--- config.mk ---
export PLATFORM = sky130hd
export DESIGN_NAME = ysyx_220053_id_ex_stage_flat
export DESIGN_NICKNAME = d
export VERILOG_FILES = /design/src/rtl/ysyx_220053_id_ex_if.sv /design/src/rtl/ysyx_220053_id_ex_stage.sv /design/src/flat_wrapper.sv
export SDC_FILE = /design/constraint.sdc
export NUM_CORES = 1
export LEC_CHECK = 0
export CORE_AREA = 2 2 271 273
export CTS_BUF_LIST = sky130_fd_sc_hd__clkbuf_8
export DETAILED_ROUTE_END_ITERATION = 8
export DIE_AREA = 0 0 273 275
export SYNTH_ARGS = -nofsm -noshare
export SYNTH_HDL_FRONTEND = slang
export SYNTH_SLANG_ARGS = --single-unit
export TNS_END_PERCENT = 30
--- constraint.sdc ---
create_clock -name clk -period 1.7 [get_ports clk]
set_clock_uncertainty 0.1 [all_clocks]
set_input_delay 0.17 -clock clk [delete_from_list [all_inputs] [get_ports clk]]
set_output_delay 0.17 -clock clk [all_outputs]
set_load 0.02 [all_outputs]
--- src/rtl/ysyx_220053_id_ex_if.sv ---
// ID->EX stage bundle: ID-side request, bypass sources, flush and the EX-side held entry.
// The stage itself takes the slave view; the surrounding pipeline takes the master view.
interface ysyx_220053_id_ex_if #(
  parameter int XLEN = 64,
  parameter int OPW  = 4
);
  logic            flush;
  logic            in_valid;
  logic            in_ready;
  logic [XLEN-1:0] in_pc;
  logic [4:0]      in_rs1_addr;
  logic [4:0]      in_rs2_addr;
  logic [XLEN-1:0] in_rs1_data;
  logic [XLEN-1:0] in_rs2_data;
  logic [XLEN-1:0] in_imm;
  logic            in_asel;
  logic            in_bsel;
  logic [OPW-1:0]  in_aluop;
  logic [4:0]      in_rd;
  logic            in_wen;
  logic            exm_wen;
  logic [4:0]      exm_rd;
  logic [XLEN-1:0] exm_data;
  logic            wb_wen;
  logic [4:0]      wb_rd;
  logic [XLEN-1:0] wb_data;
  logic            out_valid;
  logic            out_ready;
  logic [XLEN-1:0] inputa;
  logic [XLEN-1:0] inputb;
  logic [OPW-1:0]  ALUOp;
  logic [XLEN-1:0] out_rs2_data;
  logic [XLEN-1:0] out_pc;
  logic [4:0]      out_rd;
  logic            out_wen;

  modport slave (
    input  flush, in_valid, in_pc, in_rs1_addr, in_rs2_addr, in_rs1_data, in_rs2_data,
           in_imm, in_asel, in_bsel, in_aluop, in_rd, in_wen,
           exm_wen, exm_rd, exm_data, wb_wen, wb_rd, wb_data, out_ready,
    output in_ready, out_valid, inputa, inputb, ALUOp, out_rs2_data, out_pc, out_rd, out_wen
  );

  modport master (
    output flush, in_valid, in_pc, in_rs1_addr, in_rs2_addr, in_rs1_data, in_rs2_data,
           in_imm, in_asel, in_bsel, in_aluop, in_rd, in_wen,
           exm_wen, exm_rd, exm_data, wb_wen, wb_rd, wb_data, out_ready,
    input  in_ready, out_valid, inputa, inputb, ALUOp, out_rs2_data, out_pc, out_rd, out_wen
  );
endinterface

--- src/rtl/ysyx_220053_id_ex_stage.sv ---
// ID->EX pipeline register: resolves EX/MEM and MEM/WB bypass at capture time, selects
// ALU operands and holds one instruction under valid/ready with flush on redirect.
module ysyx_220053_id_ex_stage #(
  parameter int XLEN = 64,
  parameter int OPW  = 4
) (
  input logic                  clk,
  input logic                  rst_n,
  ysyx_220053_id_ex_if.slave   bus
);

  logic            out_valid_r;
  logic [XLEN-1:0] inputa_r;
  logic [XLEN-1:0] inputb_r;
  logic [XLEN-1:0] rs2_r;
  logic [XLEN-1:0] pc_r;
  logic [OPW-1:0]  aluop_r;
  logic [4:0]      rd_r;
  logic            wen_r;

  logic            in_ready_s;
  logic            capture_s;
  logic [XLEN-1:0] fwd_rs1_s;
  logic [XLEN-1:0] fwd_rs2_s;
  logic [XLEN-1:0] opa_s;
  logic [XLEN-1:0] opb_s;
  logic            wen_s;

  // x0 reads as zero; the younger EX/MEM result wins over MEM/WB.
  function automatic logic [XLEN-1:0] bypass(
    input logic [4:0]      addr,
    input logic [XLEN-1:0] rf_data,
    input logic            exm_wen,
    input logic [4:0]      exm_rd,
    input logic [XLEN-1:0] exm_data,
    input logic            wb_wen,
    input logic [4:0]      wb_rd,
    input logic [XLEN-1:0] wb_data
  );
    logic [XLEN-1:0] res;
    if (addr == 5'd0) begin
      res = {XLEN{1'b0}};
    end else if (exm_wen && (exm_rd == addr)) begin
      res = exm_data;
    end else if (wb_wen && (wb_rd == addr)) begin
      res = wb_data;
    end else begin
      res = rf_data;
    end
    return res;
  endfunction

  // Handshake, bypass resolution and operand selection for the entry being captured.
  always_comb begin
    in_ready_s = !out_valid_r || bus.out_ready;
    capture_s  = bus.in_valid && in_ready_s && !bus.flush;
    fwd_rs1_s  = bypass(bus.in_rs1_addr, bus.in_rs1_data, bus.exm_wen, bus.exm_rd,
                        bus.exm_data, bus.wb_wen, bus.wb_rd, bus.wb_data);
    fwd_rs2_s  = bypass(bus.in_rs2_addr, bus.in_rs2_data, bus.exm_wen, bus.exm_rd,
                        bus.exm_data, bus.wb_wen, bus.wb_rd, bus.wb_data);
    if (bus.in_asel) begin
      opa_s = bus.in_pc;
    end else begin
      opa_s = fwd_rs1_s;
    end
    if (bus.in_bsel) begin
      opb_s = bus.in_imm;
    end else begin
      opb_s = fwd_rs2_s;
    end
    // A write to x0 is architecturally a no-op, so never advertise it downstream.
    wen_s = bus.in_wen && (bus.in_rd != 5'd0);
  end

  // Valid tracking: flush dominates, then capture, then drain.
  always_ff @(posedge clk or negedge rst_n) begin
    if (!rst_n) begin
      out_valid_r <= 1'b0;
    end else if (bus.flush) begin
      out_valid_r <= 1'b0;
    end else if (capture_s) begin
      out_valid_r <= 1'b1;
    end else if (bus.out_ready) begin
      out_valid_r <= 1'b0;
    end else begin
      out_valid_r <= out_valid_r;
    end
  end

  // Payload registers load only on capture; held entries are never re-forwarded.
  always_ff @(posedge clk or negedge rst_n) begin
    if (!rst_n) begin
      inputa_r <= {XLEN{1'b0}};
      inputb_r <= {XLEN{1'b0}};
      rs2_r    <= {XLEN{1'b0}};
      pc_r     <= {XLEN{1'b0}};
      aluop_r  <= {OPW{1'b0}};
      rd_r     <= 5'd0;
      wen_r    <= 1'b0;
    end else if (capture_s) begin
      inputa_r <= opa_s;
      inputb_r <= opb_s;
      rs2_r    <= fwd_rs2_s;
      pc_r     <= bus.in_pc;
      aluop_r  <= bus.in_aluop;
      rd_r     <= bus.in_rd;
      wen_r    <= wen_s;
    end else begin
      inputa_r <= inputa_r;
      inputb_r <= inputb_r;
      rs2_r    <= rs2_r;
      pc_r     <= pc_r;
      aluop_r  <= aluop_r;
      rd_r     <= rd_r;
      wen_r    <= wen_r;
    end
  end

  assign bus.in_ready     = in_ready_s;
  assign bus.out_valid    = out_valid_r;
  assign bus.inputa       = inputa_r;
  assign bus.inputb       = inputb_r;
  assign bus.ALUOp        = aluop_r;
  assign bus.out_rs2_data = rs2_r;
  assign bus.out_pc       = pc_r;
  assign bus.out_rd       = rd_r;
  assign bus.out_wen      = wen_r;

endmodule

--- src/flat_wrapper.sv ---
// flat-port wrapper written by rule: the top's interface ports become plain ports
module ysyx_220053_id_ex_stage_flat 
#(
  parameter int XLEN = 64,
  parameter int OPW  = 4
)
  (clk, rst_n, bus_flush, bus_in_valid, bus_in_pc, bus_in_rs1_addr, bus_in_rs2_addr, bus_in_rs1_data, bus_in_rs2_data, bus_in_imm, bus_in_asel, bus_in_bsel, bus_in_aluop, bus_in_rd, bus_in_wen, bus_exm_wen, bus_exm_rd, bus_exm_data, bus_wb_wen, bus_wb_rd, bus_wb_data, bus_out_ready, bus_in_ready, bus_out_valid, bus_inputa, bus_inputb, bus_ALUOp, bus_out_rs2_data, bus_out_pc, bus_out_rd, bus_out_wen);
  ysyx_220053_id_ex_if #(.XLEN(XLEN), .OPW(OPW)) bus_i ();
  input logic clk;
  input logic rst_n;
  input wire logic [$bits(bus_i.flush)-1:0] bus_flush;
  input wire logic [$bits(bus_i.in_valid)-1:0] bus_in_valid;
  input wire logic [$bits(bus_i.in_pc)-1:0] bus_in_pc;
  input wire logic [$bits(bus_i.in_rs1_addr)-1:0] bus_in_rs1_addr;
  input wire logic [$bits(bus_i.in_rs2_addr)-1:0] bus_in_rs2_addr;
  input wire logic [$bits(bus_i.in_rs1_data)-1:0] bus_in_rs1_data;
  input wire logic [$bits(bus_i.in_rs2_data)-1:0] bus_in_rs2_data;
  input wire logic [$bits(bus_i.in_imm)-1:0] bus_in_imm;
  input wire logic [$bits(bus_i.in_asel)-1:0] bus_in_asel;
  input wire logic [$bits(bus_i.in_bsel)-1:0] bus_in_bsel;
  input wire logic [$bits(bus_i.in_aluop)-1:0] bus_in_aluop;
  input wire logic [$bits(bus_i.in_rd)-1:0] bus_in_rd;
  input wire logic [$bits(bus_i.in_wen)-1:0] bus_in_wen;
  input wire logic [$bits(bus_i.exm_wen)-1:0] bus_exm_wen;
  input wire logic [$bits(bus_i.exm_rd)-1:0] bus_exm_rd;
  input wire logic [$bits(bus_i.exm_data)-1:0] bus_exm_data;
  input wire logic [$bits(bus_i.wb_wen)-1:0] bus_wb_wen;
  input wire logic [$bits(bus_i.wb_rd)-1:0] bus_wb_rd;
  input wire logic [$bits(bus_i.wb_data)-1:0] bus_wb_data;
  input wire logic [$bits(bus_i.out_ready)-1:0] bus_out_ready;
  output wire logic [$bits(bus_i.in_ready)-1:0] bus_in_ready;
  output wire logic [$bits(bus_i.out_valid)-1:0] bus_out_valid;
  output wire logic [$bits(bus_i.inputa)-1:0] bus_inputa;
  output wire logic [$bits(bus_i.inputb)-1:0] bus_inputb;
  output wire logic [$bits(bus_i.ALUOp)-1:0] bus_ALUOp;
  output wire logic [$bits(bus_i.out_rs2_data)-1:0] bus_out_rs2_data;
  output wire logic [$bits(bus_i.out_pc)-1:0] bus_out_pc;
  output wire logic [$bits(bus_i.out_rd)-1:0] bus_out_rd;
  output wire logic [$bits(bus_i.out_wen)-1:0] bus_out_wen;
  assign bus_i.flush = bus_flush;
  assign bus_i.in_valid = bus_in_valid;
  assign bus_i.in_pc = bus_in_pc;
  assign bus_i.in_rs1_addr = bus_in_rs1_addr;
  assign bus_i.in_rs2_addr = bus_in_rs2_addr;
  assign bus_i.in_rs1_data = bus_in_rs1_data;
  assign bus_i.in_rs2_data = bus_in_rs2_data;
  assign bus_i.in_imm = bus_in_imm;
  assign bus_i.in_asel = bus_in_asel;
  assign bus_i.in_bsel = bus_in_bsel;
  assign bus_i.in_aluop = bus_in_aluop;
  assign bus_i.in_rd = bus_in_rd;
  assign bus_i.in_wen = bus_in_wen;
  assign bus_i.exm_wen = bus_exm_wen;
  assign bus_i.exm_rd = bus_exm_rd;
  assign bus_i.exm_data = bus_exm_data;
  assign bus_i.wb_wen = bus_wb_wen;
  assign bus_i.wb_rd = bus_wb_rd;
  assign bus_i.wb_data = bus_wb_data;
  assign bus_i.out_ready = bus_out_ready;
  assign bus_in_ready = bus_i.in_ready;
  assign bus_out_valid = bus_i.out_valid;
  assign bus_inputa = bus_i.inputa;
  assign bus_inputb = bus_i.inputb;
  assign bus_ALUOp = bus_i.ALUOp;
  assign bus_out_rs2_data = bus_i.out_rs2_data;
  assign bus_out_pc = bus_i.out_pc;
  assign bus_out_rd = bus_i.out_rd;
  assign bus_out_wen = bus_i.out_wen;
  ysyx_220053_id_ex_stage #(.XLEN(XLEN), .OPW(OPW)) u_core (.clk(clk), .rst_n(rst_n), .bus(bus_i));
endmodule
==> metrics.yaml, run 1 <==
pwr:
  switchingPower_mw: 7.98
  vdd_ir_drop_max_mv: 0.540
  p_seq_share_pct: 35.2
  clockPowerShare_pct: 32.3
  leakage_nw: 11.0
  power.density_nw_per_um2: 898
  total_power_mw: 22.9
  p_sw_share_pct: 34.9
  pwr-share-comb_pct: 32.5
  internal_power_mw: 14.9
yosys:
  netlist_area_sq_um: 14000
  synthArstFlopShare_pct: 100
  ys_warn_count: 0
  synth_enable_flop_cells: 0
  yosysSeqAreaShare_pct: 47.6
  ys_seq_elements: 267
  synth_cell_type_count: 33
  synth_flop_cell: "dfrtp_1"
  syn-num-nets: 1937
  synth_cells: 1514
  synth_area_per_cell_sq_um: 9.27
setup_path:
  cpMaxStageDelayCell: "dfrtp_2"
  critical_path.max_fanout: 26
  worstSetupPathType: "flop to flop"
  max_stage_delay_ps: 400
  crit_top_cell: "buf_12"
  required_ps: 2140
  setup.worst_path.end_class: "flop"
  critPathTopFamily: "simple AND/OR/NAND/NOR gates"
  path_buf_inv: 2
  crit_chain: "nor2b_4 > nor3b_4 > buf_12 > o21ai_4 > or2_4 > buf_12 > o31ai_1"
  cp-start-kind: "flop"
  crit_arrival_ps: 2470
final_layout:
  nNetsFinal: 2722
  final_area_sq_um: 25500
  stdcell_count: 3309
  drive_gt1_share_pct: 17.9
  fin_util_pct: 35.2
  syn_to_final_growth_pct: 81.6
clock_tree:
  cts.clk_slew.worst_paths_ps: 60
  root_buffer: "clkbuf_8"
  clock_sinks: 267
  clockBufferDepth: 3
  numCtsBuffers: 53
  cts_tree: "built"
  cts_max_level: 2
  clk_latency_ps: 650
outcome:
  status: "finished with violations"
  violations: "negative setup slack"
drt:
  drt_iter0_drc: 1152
  wl_per_cell_um: 26.1
  ant_nets: 0
  postRouteWirelength_um: 86300
  drtPass1Iterations: 5
  num_vias: 16500
  via_per_inst: 5.00
  drc: 0
placed_design:
  place_ws_ps: -855
  port_buffers: 690
  hpwl_um: 61800
  dp.cells: 3135
  gp_congestion: 0.942
  placedInstanceArea_sq_um: 22900
timing:
  worst-slew-pin-transition_ps: 541
  finalCritPeriodShare_pct: 119
  relSlewSlack_pct: 63.9
  finalSetupTns_ps: -41920
  finalHoldViolations: 0
  setup_viol: 221
  fin_hold_ws_ps: 45.8
  slew_violations: 0
  period_needed_ps: 2030
  finalWorstSetupSlack_ps: -331
  fmax_ghz: 0.492
  rsz0062_at_grt: "yes"
floorplanning:
  chipWidth_um: 273
  die_h_um: 275
  ios: 691
  fp.coreArea_sq_um: 72300
  core.rowCount: 99
  dieArea_sq_um: 75100
  initial_utilization_pct: 19.4
grt:
  grt_use_total_pct: 21.3
  gr-total-overflow: 0
  grt_antenna_before_repair: 21
  grt_max_degree: 63
  grt_pass1_vias: 16900
  grt_first_pass_wirelength_um: 118000
flow_run:
  drv_cap: 0
worst_hold_path:
  min_path_type: "input port to flop"
## layer usage
layer / up-vias / global-route usage [%] / wire length [um]
li1: 7133 / - / -
met1: 8096 / 26.0 / 34000
met2: 1031 / 34.8 / 40800
met3: 252 / 6.24 / 7860
met4: 24 / 9.28 / 3570
met5: - / 0 / 160
## placed cells by master, fill, tap and decap left out, drive strengths merged, types with 2 or more instances in the layout
cell type	netlist	routed
a21oi	128	128
a221oi	128	128
and2	64	64
and3	65	65
buf	35	135
bufinv	0	3
clkbuf	109	80
clkdlybuf4s15	0	51
clkdlybuf4s50	0	414
clkinv	0	3
clkinvlp	0	2
dfrtp	267	267
diode	0	11
dlygate4sd2	0	209
dlygate4sd3	0	53
dlymetal6s2s	0	4
inv	2	17
nand2	287	287
nand3	3	3
nor2	134	134
o21ai	67	67
o22ai	64	64
o31ai	128	128
or2	2	2
or3	2	2
or4	3	3
xnor2	16	16
xor2	4	4
## power groups by stage
stage | sequential [mW] | combinational, mW | clock [mW]
after floorplan | 9.30 | 1.77 | 0
after global placement | 8.14 | 7.49 | 0
after detailed placement | 8.17 | 7.52 | 0
after CTS | 8.04 | 7.13 | 7.52
after global routing | 8.16 | 7.85 | 7.79
final | 8.06 | 7.43 | 7.40
## kinds of logic after synthesis
logic type	after synthesis	share of synthesized area, %
simple gates	566	17.9
compound gates	515	27.5
flops	267	47.6
buf+inv	146	5.73
xor+xnor	20	1.25
## cell type report
| type | instances | area (sq um) |
|---|---|---|
| diodes | 11 | 27.5 |
| inverters | 2 | 10.0 |
| repair buffers | 874 | 8930 |
| fillers | 7359 | 46900 |
| clock buffers | 72 | 991 |
| multi-input cells | 1101 | 7450 |
| well taps | 959 | 1200 |
| clock inverters | 23 | 181 |
| flip-flops and latches | 267 | 6690 |
## timing repair
action                                  in CTS  in global routing
pin swaps                                    5                 16
hold buffers                                54                  0
endpoints found under the setup margin     475                260
hold endpoints to repair                   360                  0
gates cloned                                 1                  5
gates resized for setup                    390                141
buffers inserted                             4                  5
## worst paths after layout
kind / from / end / slack [ps] / cells after the start
worst max register to register: u_core.bus.out_valid$_DFFE_PN0P_ / u_core.bus.inputb[62]$_DFFE_PN0P_ / -330 / 7
worst max-delay path: u_core.bus.out_valid$_DFFE_PN0P_ / u_core.bus.inputb[62]$_DFFE_PN0P_ / -330 / 7
min in group asynchronous: rst_n / u_core.bus.inputb[1]$_DFFE_PN0P_ / 100 / 3
worst min-delay path: bus_in_pc[24] / u_core.bus.out_pc[24]$_DFFE_PN0P_ / 50 / 3
max in group asynchronous: rst_n / u_core.bus.inputa[6]$_DFFE_PN0P_ / 1010 / 3
worst min register to register: u_core.bus.out_pc[53]$_DFFE_PN0P_ / u_core.bus.out_pc[53]$_DFFE_PN0P_ / 370 / 2
## worst register-to-register path: cells and delay by family, from the launching register on
kind | cells | cell delay, ps
AND/OR/NAND/NOR | 3 | 730
flip-flops | 1 | 400
AO/OA/AOI/OAI | 2 | 340
buffers and inverters | 2 | 350
## synth_stat cells, drive strengths merged, types with 35 or more instances
library cell / count / area (sq um)
nand2: 287 / 1080
dfrtp: 267 / 6680
nor2: 134 / 505
a21oi: 128 / 641
a221oi: 128 / 1520
o31ai: 128 / 961
clkbuf: 109 / 409
o21ai: 67 / 335
and3: 65 / 407
and2: 64 / 400
o22ai: 64 / 400
buf: 35 / 388
## flip-flops by register name (all words and copies together), names as in the netlist
register                 cells
u_core.bus.out_rs2_data     64
u_core.bus.out_pc           64
u_core.bus.out_valid         1
u_core.bus.ALUOp             4
u_core.bus.out_rd            5
u_core.bus.inputa           64
u_core.bus.out_wen           1
u_core.bus.inputb           64
Power figures use the tool's default switching activity.
==> inputs of run 2 (changes only) <==
- CORE_AREA: 2 2 271 273 -> 10 10 263 265
==> run 2 against run 1 <==
The flow still finishes with violations (negative setup slack). Sequential share of layout area fell by 1.4 points. Setup slack worse by 42 ps. Via count up 2.6%. Non-clock buffer count is 59 higher. Wire length rose by 3.7%. Final cell count decreased by 1.5%. Design area rose by 5.5%. Die area is the same. Hold slack improved by 19 ps. Global-route usage up 0.91 points. Critical path depth rose by 1.
==> metrics.yaml, run 2 (synthesis gave the netlist of run 1 again) <==
clock_tree:
  root_buffer: "clkbuf_8"
  cts_tree: "built"
  cts.clk_slew.worst_paths_ps: 60
  clock_sinks: 267
  clockBufferDepth: 3
  cts_max_level: 2
  numCtsBuffers: 52
  clk_latency_ps: 610
outcome:
  status: "finished with violations"
  violations: "negative setup slack"
final_layout:
  multiInputGateArea_sq_um: 7690
  syn_to_final_growth_pct: 91.5
  final_area_sq_um: 26900
  layout_commonest_cell: "clkdlybuf4s50_1"
  drive_gt1_share_pct: 23.8
  fillCellCount: 6048
  nNetsFinal: 2780
  final_cell_mix: "clkdlybuf4s50_1 (636), nand2_1 (281), dfrtp_1 (264)"
  register_area_sq_um: 6690
setup_path:
  r2r-end: "u_core.bus.inputb[14]$_DFFE_PN0P_"
  path_buf_inv: 3
  setup.worst_path.end_class: "flop"
  cpMaxStageDelayCell: "dfrtp_2"
  ff2ff_path_depth: 8
  critPathTopFamily: "simple AND/OR/NAND/NOR gates"
  required_ps: 2110
  worstSetupPathType: "flop to flop"
  max_stage_delay_ps: 410
  crit_arrival_ps: 2480
  critical_path.max_fanout: 31
  rrSetupSlack_ps: -370
  crit_top_cell: "buf_12"
  cp-start-kind: "flop"
  rr_startpoint: "u_core.bus.out_valid$_DFFE_PN0P_"
  crit_chain: "nor2b_4 > buf_6 > nor3b_4 > buf_12 > o21ai_4 > or2_4 > buf_12 > o31ai_4"
timing:
  finalCritPeriodShare_pct: 122
  setup_viol: 480
  rsz0062_at_grt: "yes"
  worst-slew-pin-transition_ps: 565
  fmax_ghz: 0.482
  relSlewSlack_pct: 62.3
  finalSetupTns_ps: -93710
  finalWorstSetupSlack_ps: -374
  slew_violations: 0
  period_needed_ps: 2070
  finalHoldViolations: 0
floorplanning:
  dieArea_sq_um: 75100
  core.rowCount: 93
  chipWidth_um: 273
  die_h_um: 275
  initial_utilization_pct: 22.0
  fp.coreArea_sq_um: 63900
  ios: 691
drt:
  via_per_inst: 5.21
  num_vias: 17000
  drtPass1Iterations: 5
  postRouteWirelength_um: 89500
  drt_iter0_drc: 1728
  ant_nets: 0
  drc: 0
  wl_per_cell_um: 27.5
grt:
  grt_use_met2_pct: 36.6
  grt_use_total_pct: 22.2
  grt_first_pass_wirelength_um: 125000
  grt_max_degree: 113
  grtUsageMet3_pct: 6.54
  top_usage_layer: "met2"
  grt_use_met1_pct: 26.9
  gr-total-overflow: 0
  grt_pass1_vias: 17700
  grt_antenna_before_repair: 6
pwr:
  power.density_nw_per_um2: 896
  leakage_nw: 11.1
  vdd_ir_drop_max_mv: 0.512
placed_design:
  port_buffers: 690
  hpwl_um: 63600
  gp_congestion: 0.928
  placedInstanceArea_sq_um: 23000
worst_hold_path:
  hold_depth: 3
  hold_path_end: "u_core.bus.out_pc[20]$_DFFE_PN0P_"
  min_path_type: "input port to flop"
  hp-start: "bus_in_pc[20]"
flow_run:
  drv_cap: 0
run 2: cell types whose count changed in the layout (fill, tap and decap cells not counted), moves of 13 or more:
cell             delta
a221oi_2           +17
a221oi_4           -15
o21ai_2            +50
clkdlybuf4s15_1    -28
clkdlybuf4s50_1   +222
buf_4              +20
o21ai_0            -18
clkdlybuf4s15_2    +13
dlygate4sd2_1     -209
buf_16             +14
o21ai_1            -36
o31ai_2            -14
run 2: through the flow:
step	power, mW	utilization, %	worst slack (ps)	hold slack, ps	instances
finish	24.1	42.1	-374	64.6	3259
global route	25.0	42.1	-455	38.2	3257
CTS	23.9	41.0	-364	1.32	3252
detailed placement	15.8	35.9	-992	69.6	3058
global placement	15.7	35.9	-987	60.1	3058
floorplan	11.1	-	-63.0	-226	1514
run 2: per-layer routing:
| metal | part of all wire, % | wire (um) | vias up |
|---|---|---|---|
| met5 | 0.015 | 13 | - |
| met2 | 48 | 42700 | 1133 |
| met4 | 4.1 | 3640 | 2 |
| li1 | - | - | 7263 |
| met1 | 38 | 34400 | 8346 |
| met3 | 9.8 | 8770 | 228 |
run 2: tightest hold or removal path: stages:
cell and delay (ps):
clkdlybuf4s50_1 450, nand2_1 80, nand2_1 50
run 2: cell type report:
| type | count | area share, % |
|---|---|---|
| Clock inverter | 21 | 0.577 |
| Antenna cell | 4 | 0.0372 |
| Multi-Input combinational cell | 1101 | 28.6 |
| Tap cell | 855 | 3.98 |
| Clock buffer | 76 | 3.89 |
| Inverter | 2 | 0.0279 |
| Sequential cell | 267 | 24.9 |
| Timing Repair Buffer | 933 | 38.0 |
run 2: worst max path at each step:
stage | from | to | cells after the start
CTS | u_core.bus.out_valid$_DFFE_PN0P_ | u_core.bus.inputb[13]$_DFFE_PN0P_ | 8
finish | u_core.bus.out_valid$_DFFE_PN0P_ | u_core.bus.inputb[14]$_DFFE_PN0P_ | 8
floorplan | u_core.bus.out_valid$_DFFE_PN0P_ | u_core.bus.inputb[13]$_DFFE_PN0P_ | 7
global placement | bus_wb_rd[2] | u_core.bus.inputa[63]$_DFFE_PN0P_ | 7
global route | u_core.bus.out_valid$_DFFE_PN0P_ | u_core.bus.inputb[30]$_DFFE_PN0P_ | 8
detailed placement | bus_wb_rd[3] | u_core.bus.inputa[63]$_DFFE_PN0P_ | 7
run 2: timing repair:
action | 4_1_cts | 5_1_grt
buffers inserted | 24 | 7
pin swaps | 43 | 45
endpoints found under the setup margin | 533 | 499
hold endpoints to repair | 320 | 0
resized for setup | 299 | 147
hold buffers | 55 | 0
cloned | 19 | 4
run 2: power breakdown:
group	internal, mW	switching (mW)
Sequential	7.39	0.705
Combinational	4.15	4.33
Clock	4.26	3.23
Total	15.8	8.27
